File: src/rtl/warp_register_file.sv
// warp_register_file
//   Per-core register file covering every lane of a block, plus a warp-wide
//   scoreboard of registers with outstanding loads. Sits between the decoder,
//   ALUs and LSUs and the core scheduler.
//
//   Register map per lane: R0..RO_BASE-1 are general purpose. The top three
//   registers are read-only: %blockIdx (RO_BASE), %blockDim (RO_BASE+1) and
//   %threadIdx (RO_BASE+2).
//
//   Optional feature macro: REGFILE_BYPASS_EN
//     defined   - an operand read that coincides with an accepted writeback to
//                 the same register returns the writeback data, and that
//                 register is excluded from hazard in that cycle.
//     undefined - the read returns the stored value; hazard clears the cycle
//                 after the writeback handshake.
//
// Ports
//   clk, reset     clock; synchronous active-high reset
//   thread_mask    per-lane active flags (inactive lanes hold their state)
//   block_start    pulse: load block_id into %blockIdx of every lane
//   block_id       current block index
//   core_state     3'b011 REQUEST, 3'b110 UPDATE
//   rd/rs/rt_addr  decoded register addresses
//   reg_we         decoded register write enable
//   reg_mux        00 ARITH, 01 MEMORY, 10 CONST, 11 none
//   nzp_we         decoded NZP write enable
//   immediate      CONST value
//   alu_out        per-lane ALU results, lane t at [t*DATA_BITS +: DATA_BITS]
//   wb_valid/ready LSU writeback handshake
//   wb_addr        writeback destination register
//   wb_mask        lanes whose wb_data is written
//   wb_data        per-lane load results
//   rs, rt         per-lane operands (registered)
//   nzp            per-lane {n,z,p} flags (registered)
//   hazard         a decoded address has an outstanding load (combinational)
module warp_register_file #(
    parameter int THREADS   = 4,
    parameter int DATA_BITS = 8,
    parameter int NUM_REGS  = 16,
    localparam int AW       = $clog2(NUM_REGS)
) (
    input  logic                         clk,
    input  logic                         reset,
    input  logic [THREADS-1:0]           thread_mask,
    input  logic                         block_start,
    input  logic [7:0]                   block_id,
    input  logic [2:0]                   core_state,
    input  logic [AW-1:0]                rd_addr,
    input  logic [AW-1:0]                rs_addr,
    input  logic [AW-1:0]                rt_addr,
    input  logic                         reg_we,
    input  logic [1:0]                   reg_mux,
    input  logic                         nzp_we,
    input  logic [DATA_BITS-1:0]         immediate,
    input  logic [THREADS*DATA_BITS-1:0] alu_out,
    input  logic                         wb_valid,
    output logic                         wb_ready,
    input  logic [AW-1:0]                wb_addr,
    input  logic [THREADS-1:0]           wb_mask,
    input  logic [THREADS*DATA_BITS-1:0] wb_data,
    output logic [THREADS*DATA_BITS-1:0] rs,
    output logic [THREADS*DATA_BITS-1:0] rt,
    output logic [THREADS*3-1:0]         nzp,
    output logic                         hazard
);

    typedef enum logic [2:0] {
        CORE_REQUEST = 3'b011,
        CORE_UPDATE  = 3'b110
    } core_state_e;

    typedef enum logic [1:0] {
        MUX_ARITH  = 2'b00,
        MUX_MEMORY = 2'b01,
        MUX_CONST  = 2'b10,
        MUX_NONE   = 2'b11
    } reg_mux_e;

    localparam logic [AW-1:0] IDX_ADDR = AW'(NUM_REGS - 3);
    localparam logic [AW-1:0] DIM_ADDR = AW'(NUM_REGS - 2);

    logic [DATA_BITS-1:0] block_idx;
    logic [NUM_REGS-1:0]  pending;
    logic [NUM_REGS-1:0]  pending_visible;
    logic                 wb_fire;
    logic                 upd_write;
    logic                 upd_mem;

    // %blockDim and %threadIdx are constants, so only %blockIdx is stored
    // (once, since every lane always holds the same value).
    function automatic logic [DATA_BITS-1:0] read_reg(
        input logic [AW-1:0]        addr,
        input logic [DATA_BITS-1:0] stored,
        input logic [DATA_BITS-1:0] idx,
        input logic [DATA_BITS-1:0] lane_id
    );
        logic [DATA_BITS-1:0] val;
        val = stored;
        if (addr == IDX_ADDR)
            val = idx;
        else if (addr == DIM_ADDR)
            val = DATA_BITS'(THREADS);
        else if (addr > DIM_ADDR)
            val = lane_id;
        return val;
    endfunction

    always_comb begin
        // Any UPDATE write to the writeback's register, including a load
        // issue, takes priority; the LSU is stalled for that cycle.
        wb_ready  = !((core_state == CORE_UPDATE) && reg_we &&
                      (reg_mux != MUX_NONE) && (rd_addr == wb_addr));
        wb_fire   = wb_valid && wb_ready;
        upd_write = (core_state == CORE_UPDATE) && reg_we && (rd_addr < IDX_ADDR);
        upd_mem   = upd_write && (reg_mux == MUX_MEMORY) && (|thread_mask);

        pending_visible = pending;
`ifdef REGFILE_BYPASS_EN
        if (wb_fire)
            pending_visible[wb_addr] = 1'b0;
`endif
        hazard = pending_visible[rs_addr] | pending_visible[rt_addr] |
                 pending_visible[rd_addr];
    end

    // Set is ordered after clear so a same-cycle set on one register wins.
    always_ff @(posedge clk) begin
        if (reset) begin
            pending   <= '0;
            block_idx <= '0;
        end else begin
            if (wb_fire)
                pending[wb_addr] <= 1'b0;
            if (upd_mem)
                pending[rd_addr] <= 1'b1;
            if (block_start)
                block_idx <= DATA_BITS'(block_id);
        end
    end

    for (genvar t = 0; t < THREADS; t = t + 1) begin : g_lane
        logic [DATA_BITS-1:0] regs [NUM_REGS];
        logic [DATA_BITS-1:0] alu_val;
        logic [DATA_BITS-1:0] wb_val;
        logic [DATA_BITS-1:0] rs_val;
        logic [DATA_BITS-1:0] rt_val;
        logic [DATA_BITS-1:0] rs_q;
        logic [DATA_BITS-1:0] rt_q;
        logic [2:0]           nzp_q;
        logic                 active;
        logic                 wb_hit;

        assign active  = thread_mask[t];
        assign alu_val = alu_out[t*DATA_BITS +: DATA_BITS];
        assign wb_val  = wb_data[t*DATA_BITS +: DATA_BITS];
        assign wb_hit  = wb_fire && wb_mask[t] && (wb_addr < IDX_ADDR);

        always_comb begin
            rs_val = read_reg(rs_addr, regs[rs_addr], block_idx, DATA_BITS'(t));
            rt_val = read_reg(rt_addr, regs[rt_addr], block_idx, DATA_BITS'(t));
`ifdef REGFILE_BYPASS_EN
            if (wb_hit && (rs_addr == wb_addr))
                rs_val = wb_val;
            if (wb_hit && (rt_addr == wb_addr))
                rt_val = wb_val;
`endif
        end

        // Writeback is applied first so a same-register UPDATE write wins;
        // in practice wb_ready already blocks that collision.
        always_ff @(posedge clk) begin
            if (reset) begin
                regs  <= '{default: '0};
                rs_q  <= '0;
                rt_q  <= '0;
                nzp_q <= '0;
            end else begin
                if (wb_hit)
                    regs[wb_addr] <= wb_val;
                if (upd_write && active) begin
                    case (reg_mux)
                        MUX_ARITH: regs[rd_addr] <= alu_val;
                        MUX_CONST: regs[rd_addr] <= immediate;
                        default:   ;
                    endcase
                end
                if ((core_state == CORE_REQUEST) && active) begin
                    rs_q <= rs_val;
                    rt_q <= rt_val;
                end
                if ((core_state == CORE_UPDATE) && nzp_we && active)
                    nzp_q <= alu_val[2:0];
            end
        end

        assign rs[t*DATA_BITS +: DATA_BITS] = rs_q;
        assign rt[t*DATA_BITS +: DATA_BITS] = rt_q;
        assign nzp[t*3 +: 3]                = nzp_q;
    end

endmodule

File: config.mk
export PLATFORM = sky130hd
export DESIGN_NAME = warp_register_file
export DESIGN_NICKNAME = d
export VERILOG_FILES = /design/src/rtl/warp_register_file.sv
export SDC_FILE = /design/constraint.sdc
export NUM_CORES = 2
export LEC_CHECK = 0
export CORE_MARGIN = 2
export CORE_UTILIZATION = 50
export CTS_BUF_LIST = sky130_fd_sc_hd__clkbuf_4 sky130_fd_sc_hd__clkbuf_8
export CTS_CLUSTER_DIAMETER = 40
export CTS_CLUSTER_SIZE = 25
export DETAILED_ROUTE_END_ITERATION = 16
export PLACE_DENSITY_LB_ADDON = 0.05
export SYNTH_ARGS = -nofsm -noshare
export SYNTH_HDL_FRONTEND = slang
export SYNTH_SLANG_ARGS = --single-unit
File: constraint.sdc
create_clock -name clk -period 2.65 [get_ports clk]
set_input_delay 0.53 -clock clk [delete_from_list [all_inputs] [get_ports clk]]
set_output_delay 0.53 -clock clk [all_outputs]
set_load 0.01 [all_outputs]
==> flow_summary.html <==
<table>
<tr><th>Metric</th><th>Value</th></tr>
<tr><th colspan="2">Run status</th></tr>
<tr><td>Run status</td><td>finished with violations</td></tr>
<tr><td>Failing checks</td><td>negative setup slack</td></tr>
<tr><th colspan="2">Global route</th></tr>
<tr><td>Number of global-route vias before repair</td><td>34,048</td></tr>
<tr><td>Sum of overflow across all layers after global routing</td><td>0</td></tr>
<tr><td>Pin count of the biggest net entering global routing</td><td>105</td></tr>
<tr><td>First-pass GRT wire length</td><td>230,000 µm</td></tr>
<tr><td>GR Util All Layers</td><td>0.486</td></tr>
<tr><td>Initial antenna violation count</td><td>14</td></tr>
<tr><th colspan="2">Synth</th></tr>
<tr><td>Part of the Yosys area used for sequential elements</td><td>0.334</td></tr>
<tr><td>Synthesized area divided by synthesized cell count</td><td>9.05 µm²</td></tr>
<tr><td>Post-synthesis sequential element count</td><td>524</td></tr>
<tr><td>Post-Synthesis Cells</td><td>3,470</td></tr>
<tr><td>Warning count from the yosys run</td><td>0</td></tr>
<tr><td>Top FF cell, synth</td><td>sky130_fd_sc_hd__dfxtp_1</td></tr>
<tr><td>Synth async-reset ratio</td><td>0</td></tr>
<tr><td>Syn_nets</td><td>3,585</td></tr>
<tr><td>Area of the mapped netlist</td><td>0.0314 mm²</td></tr>
<tr><td>Number of enable flip-flop cells after synthesis</td><td>0</td></tr>
<tr><td>Number of distinct standard cells referenced by the synthesized netlist</td><td>89</td></tr>
<tr><th colspan="2">Drt</th></tr>
<tr><td>First-pass iteration count of the detailed router</td><td>9</td></tr>
<tr><td>DRC errors left</td><td>0</td></tr>
<tr><td>Remaining number of nets flagged by the antenna check after routing</td><td>0</td></tr>
<tr><td>Post-detailed-route wirelength per cell</td><td>32.7 µm</td></tr>
<tr><td>Detail-routed via count per cell</td><td>7.33</td></tr>
<tr><td>Starting DRC count in detailed routing</td><td>6,140</td></tr>
<tr><td>Post-Route WL</td><td>161,000 µm</td></tr>
<tr><td>Via Count</td><td>36,110</td></tr>
<tr><th colspan="2">Power</th></tr>
<tr><td>Relative contribution of combinational cells to total power</td><td>0.160</td></tr>
<tr><td>Lkg Pwr</td><td>14.2 nW</td></tr>
<tr><td>IR Drop Worst-Case VDD</td><td>0.444 mV</td></tr>
<tr><td>Cell area power density</td><td>484 mW/mm²</td></tr>
<tr><td>Overall power after layout</td><td>0.0198 W</td></tr>
<tr><td>Switching share of total power</td><td>0.313</td></tr>
<tr><td>Sequential Power Share</td><td>0.407</td></tr>
<tr><td>Internal power</td><td>0.0136 W</td></tr>
<tr><td>Total net switching power</td><td>0.00619 W</td></tr>
<tr><td>Clock power frac</td><td>0.433</td></tr>
<tr><th colspan="2">Min path</th></tr>
<tr><td>Cells on Worst Hold Path</td><td>2</td></tr>
<tr><td>Hold path start</td><td>reset</td></tr>
<tr><td>Worst hold endpoint</td><td>pending[7]$_SDFF_PP0_</td></tr>
<tr><td>Hold crit path type</td><td>in2reg</td></tr>
<tr><th colspan="2">Setup path</th></tr>
<tr><td>Slowest cell on the critical path</td><td>sky130_fd_sc_hd__mux4_2</td></tr>
<tr><td>Worst Reg2Reg Path Length in Cells</td><td>5</td></tr>
<tr><td>Critical path class</td><td>reg2out</td></tr>
<tr><td>Worst path required time</td><td>2.12 ns</td></tr>
<tr><td>Cell type group with the largest total delay on the critical path</td><td>multiplexers</td></tr>
<tr><td>Register-to-Register Setup Slack</td><td>0.69 ns</td></tr>
<tr><td>CP Launch Type</td><td>flip-flop</td></tr>
<tr><td>Largest stage delay on the critical path</td><td>0.48 ns</td></tr>
<tr><td>WP buf/inv</td><td>1</td></tr>
<tr><td>Capturing element type of the critical path</td><td>primary output</td></tr>
<tr><td>Critical path fanouts, max</td><td>2</td></tr>
<tr><td>Cells traversed along the worst timing path</td><td>mux4_2 -&gt; mux2i_1 -&gt; nor2_1 -&gt; a211oi_2 -&gt; o2111ai_2 -&gt; buf_2</td></tr>
<tr><td>WP data arrival</td><td>2.29 ns</td></tr>
<tr><td>Reg-to-reg startpoint</td><td>g_lane[0].regs[103]$_SDFF_PP0_</td></tr>
<tr><td>Capture instance of the worst register-to-register path</td><td>g_lane[0].rt_q[7]$_SDFFE_PP0P_</td></tr>
<tr><th colspan="2">Finish</th></tr>
<tr><td>Commonest cells after routing, fill and taps aside</td><td>sky130_fd_sc_hd__buf_4, sky130_fd_sc_hd__dfxtp_1, sky130_fd_sc_hd__nand2_1</td></tr>
<tr><td>Final cell utilization of the core</td><td>0.660</td></tr>
<tr><td>Area Growth Syn to Fin</td><td>30.2%</td></tr>
<tr><td>Total of fill cells in the finished design</td><td>5,133</td></tr>
<tr><td>Share of cells above drive strength 1</td><td>0.269</td></tr>
<tr><td>Commonest non-fill, non-tap cell in the layout</td><td>sky130_fd_sc_hd__buf_4</td></tr>
<tr><td>Net total in the final layout</td><td>4,121</td></tr>
<tr><th colspan="2">STA</th></tr>
<tr><td>Worst clock skew</td><td>0.0293 ns</td></tr>
<tr><td>Slew margin rel.</td><td>0.108</td></tr>
<tr><td>Final Hold Viols</td><td>0</td></tr>
<tr><td>Transition time at the pin with the least slew margin</td><td>1.33 ns</td></tr>
<tr><td>Final WS setup</td><td>-0.172 ns</td></tr>
<tr><td>Tmin final</td><td>2.82 ns</td></tr>
<tr><td>Setup repair after global routing missed its margin</td><td>true</td></tr>
<tr><td>Highest clock frequency the design can meet</td><td>0.354 GHz</td></tr>
<tr><td>Total count of max-transition violations in the final report</td><td>0</td></tr>
<tr><td>Final setup violating endpoints</td><td>10</td></tr>
<tr><td>Ratio of final minimum period to clock period</td><td>1.06</td></tr>
<tr><th colspan="2">Clock tree</th></tr>
<tr><td>Buffer cell driving the clock tree root</td><td>sky130_fd_sc_hd__clkbuf_8</td></tr>
<tr><td>Inserted Clock Buffers</td><td>93</td></tr>
<tr><td>H-tree depth</td><td>3</td></tr>
<tr><td>Clk Latency, worst-skew pair</td><td>0.74 ns</td></tr>
<tr><td>Clock tree from TritonCTS</td><td>built</td></tr>
<tr><td>Maximum root-to-sink buffer count</td><td>3</td></tr>
<tr><td>Number of clock sinks</td><td>524</td></tr>
<tr><td>Clock slew at the register clock pins of the worst setup and hold paths</td><td>0.06 ns</td></tr>
<tr><td>Post-CTS Hold Fix Bufs</td><td>0</td></tr>
<tr><th colspan="2">Die</th></tr>
<tr><td>Die extent in y</td><td>255 µm</td></tr>
<tr><td>Rows</td><td>91</td></tr>
<tr><td>Die footprint</td><td>0.0648 mm²</td></tr>
<tr><td>Floorplan core area</td><td>0.0619 mm²</td></tr>
<tr><td>I/O pins</td><td>193</td></tr>
<tr><td>DIE WIDTH</td><td>255 µm</td></tr>
<tr><td>Initial Utilization</td><td>0.507</td></tr>
<tr><th colspan="2">Placement</th></tr>
<tr><td>Half-perimeter wire length after detailed placement</td><td>115,000 µm</td></tr>
<tr><td>Count of buffers inserted at the top-level ports</td><td>192</td></tr>
<tr><td>Routability-driven placement congestion ratio</td><td>1.05</td></tr>
<tr><th colspan="2">Job</th></tr>
<tr><td>Number of maximum-capacitance violations</td><td>0</td></tr>
</table>
[through the flow]
stage / std cells / worst slack (ns) / TNS (ns) / hold WS [ns] / cell area (µm²)
3_5_place_dp: 4745 / -0.670 / -112.64 / 0.455 / 38700
6_report: 4927 / -0.172 / -0.735 / 0.242 / 40900
2_1_floorplan: 3470 / 0.0421 / 0 / 0.432 / 31400
4_1_cts: 4916 / -0.254 / -0.314 / 0.215 / 40800
3_3_place_gp: 4745 / -0.753 / -95.56 / 0.448 / 38700
5_1_grt: 4923 / -0.204 / -0.331 / 0.242 / 40900
[cells in the mapped netlist, drive strengths merged (11+ instances only)]
master / number / area [µm²]
a211oi: 101 / 793
a22oi: 86 / 646
o22ai: 21 / 131
nand2b: 11 / 68.8
nor2: 231 / 902
a32oi: 15 / 131
a31oi: 85 / 532
nand2: 417 / 1570
buf: 144 / 805
o2111a: 24 / 270
mux2i: 152 / 1520
and2: 30 / 190
mux2: 17 / 191
a21o: 12 / 91.3
a21oi: 238 / 1250
nor2b: 23 / 144
nand3: 50 / 250
o21ai: 211 / 1090
mux4: 180 / 4050
dfxtp: 524 / 10500
and3: 36 / 225
a21boi: 19 / 225
a311oi: 19 / 166
nor3: 110 / 561
nand4: 13 / 96.3
a222oi: 23 / 230
clkbuf: 237 / 892
a221oi: 335 / 2940
[power by group through the flow]
stage / clock network [W] / logic, W / registers [W]
2_1_floorplan: 0 / 0.00137 / 0.00821
3_5_place_dp: 0 / 0.00299 / 0.00822
6_report: 0.00856 / 0.00316 / 0.00805
3_3_place_gp: 0 / 0.00296 / 0.00821
5_1_grt: 0.00885 / 0.00319 / 0.00805
4_1_cts: 0.00852 / 0.00300 / 0.00804
[metal layers]
layer	part of all wire	GRT usage	up-vias	wire (µm)
met5	0.00042	0	-	67
met4	0.080	0.304	12	12900
met3	0.17	0.217	850	26800
met2	0.40	0.675	3357	64100
met1	0.36	0.614	17124	57500
li1	-	-	14767	-
[registers in the layout, summed over array words and instances, names as in the netlist]
| name | flops |
|---|---|
| block_idx | 8 |
| g_lane.nzp_q | 12 |
| g_lane.regs | 424 |
| g_lane.rs_q | 32 |
| g_lane.rt_q | 32 |
| pending | 16 |
[kinds of logic after synthesis]
family,share of synthesized area
xor+xnor,0.00239
buf+inv,0.0550
simple gates,0.139
flops,0.334
mux,0.184
compound gates,0.286
[how the worst max path moves through the flow]
stage	start	end	slack (ns)	depth (start not counted)
finish	pending[6]$_SDFF_PP0_	hazard	-0.17	6
global route	pending[7]$_SDFF_PP0_	hazard	-0.20	6
CTS	pending[7]$_SDFF_PP0_	hazard	-0.25	6
detailed placement	rd_addr[0]	hazard	-0.67	7
global placement	rd_addr[0]	hazard	-0.75	7
floorplan	rt_addr[1]	hazard	0.04	7
[layout make-up]
class                           count  area, µm²  share of cell area
Multi-Input combinational cell   2557      19200               0.471
Sequential cell                   524      10500               0.257
Timing Repair Buffer              822       7960               0.195
Clock buffer                      109       1460              0.0358
Tap cell                          837       1050              0.0256
Clock inverter                     61        608              0.0149
Inverter                            8       30.0            0.000735
Antenna cell                        9       22.5            0.000551
[repair_timing]
action	4_1_cts	5_1_grt
gates cloned	0	0
pin swaps	1	3
endpoints found under the setup margin	2	2
setup buffers	1	2
resized for setup	12	6
No activity file was read; power rests on OpenSTA's default activity.
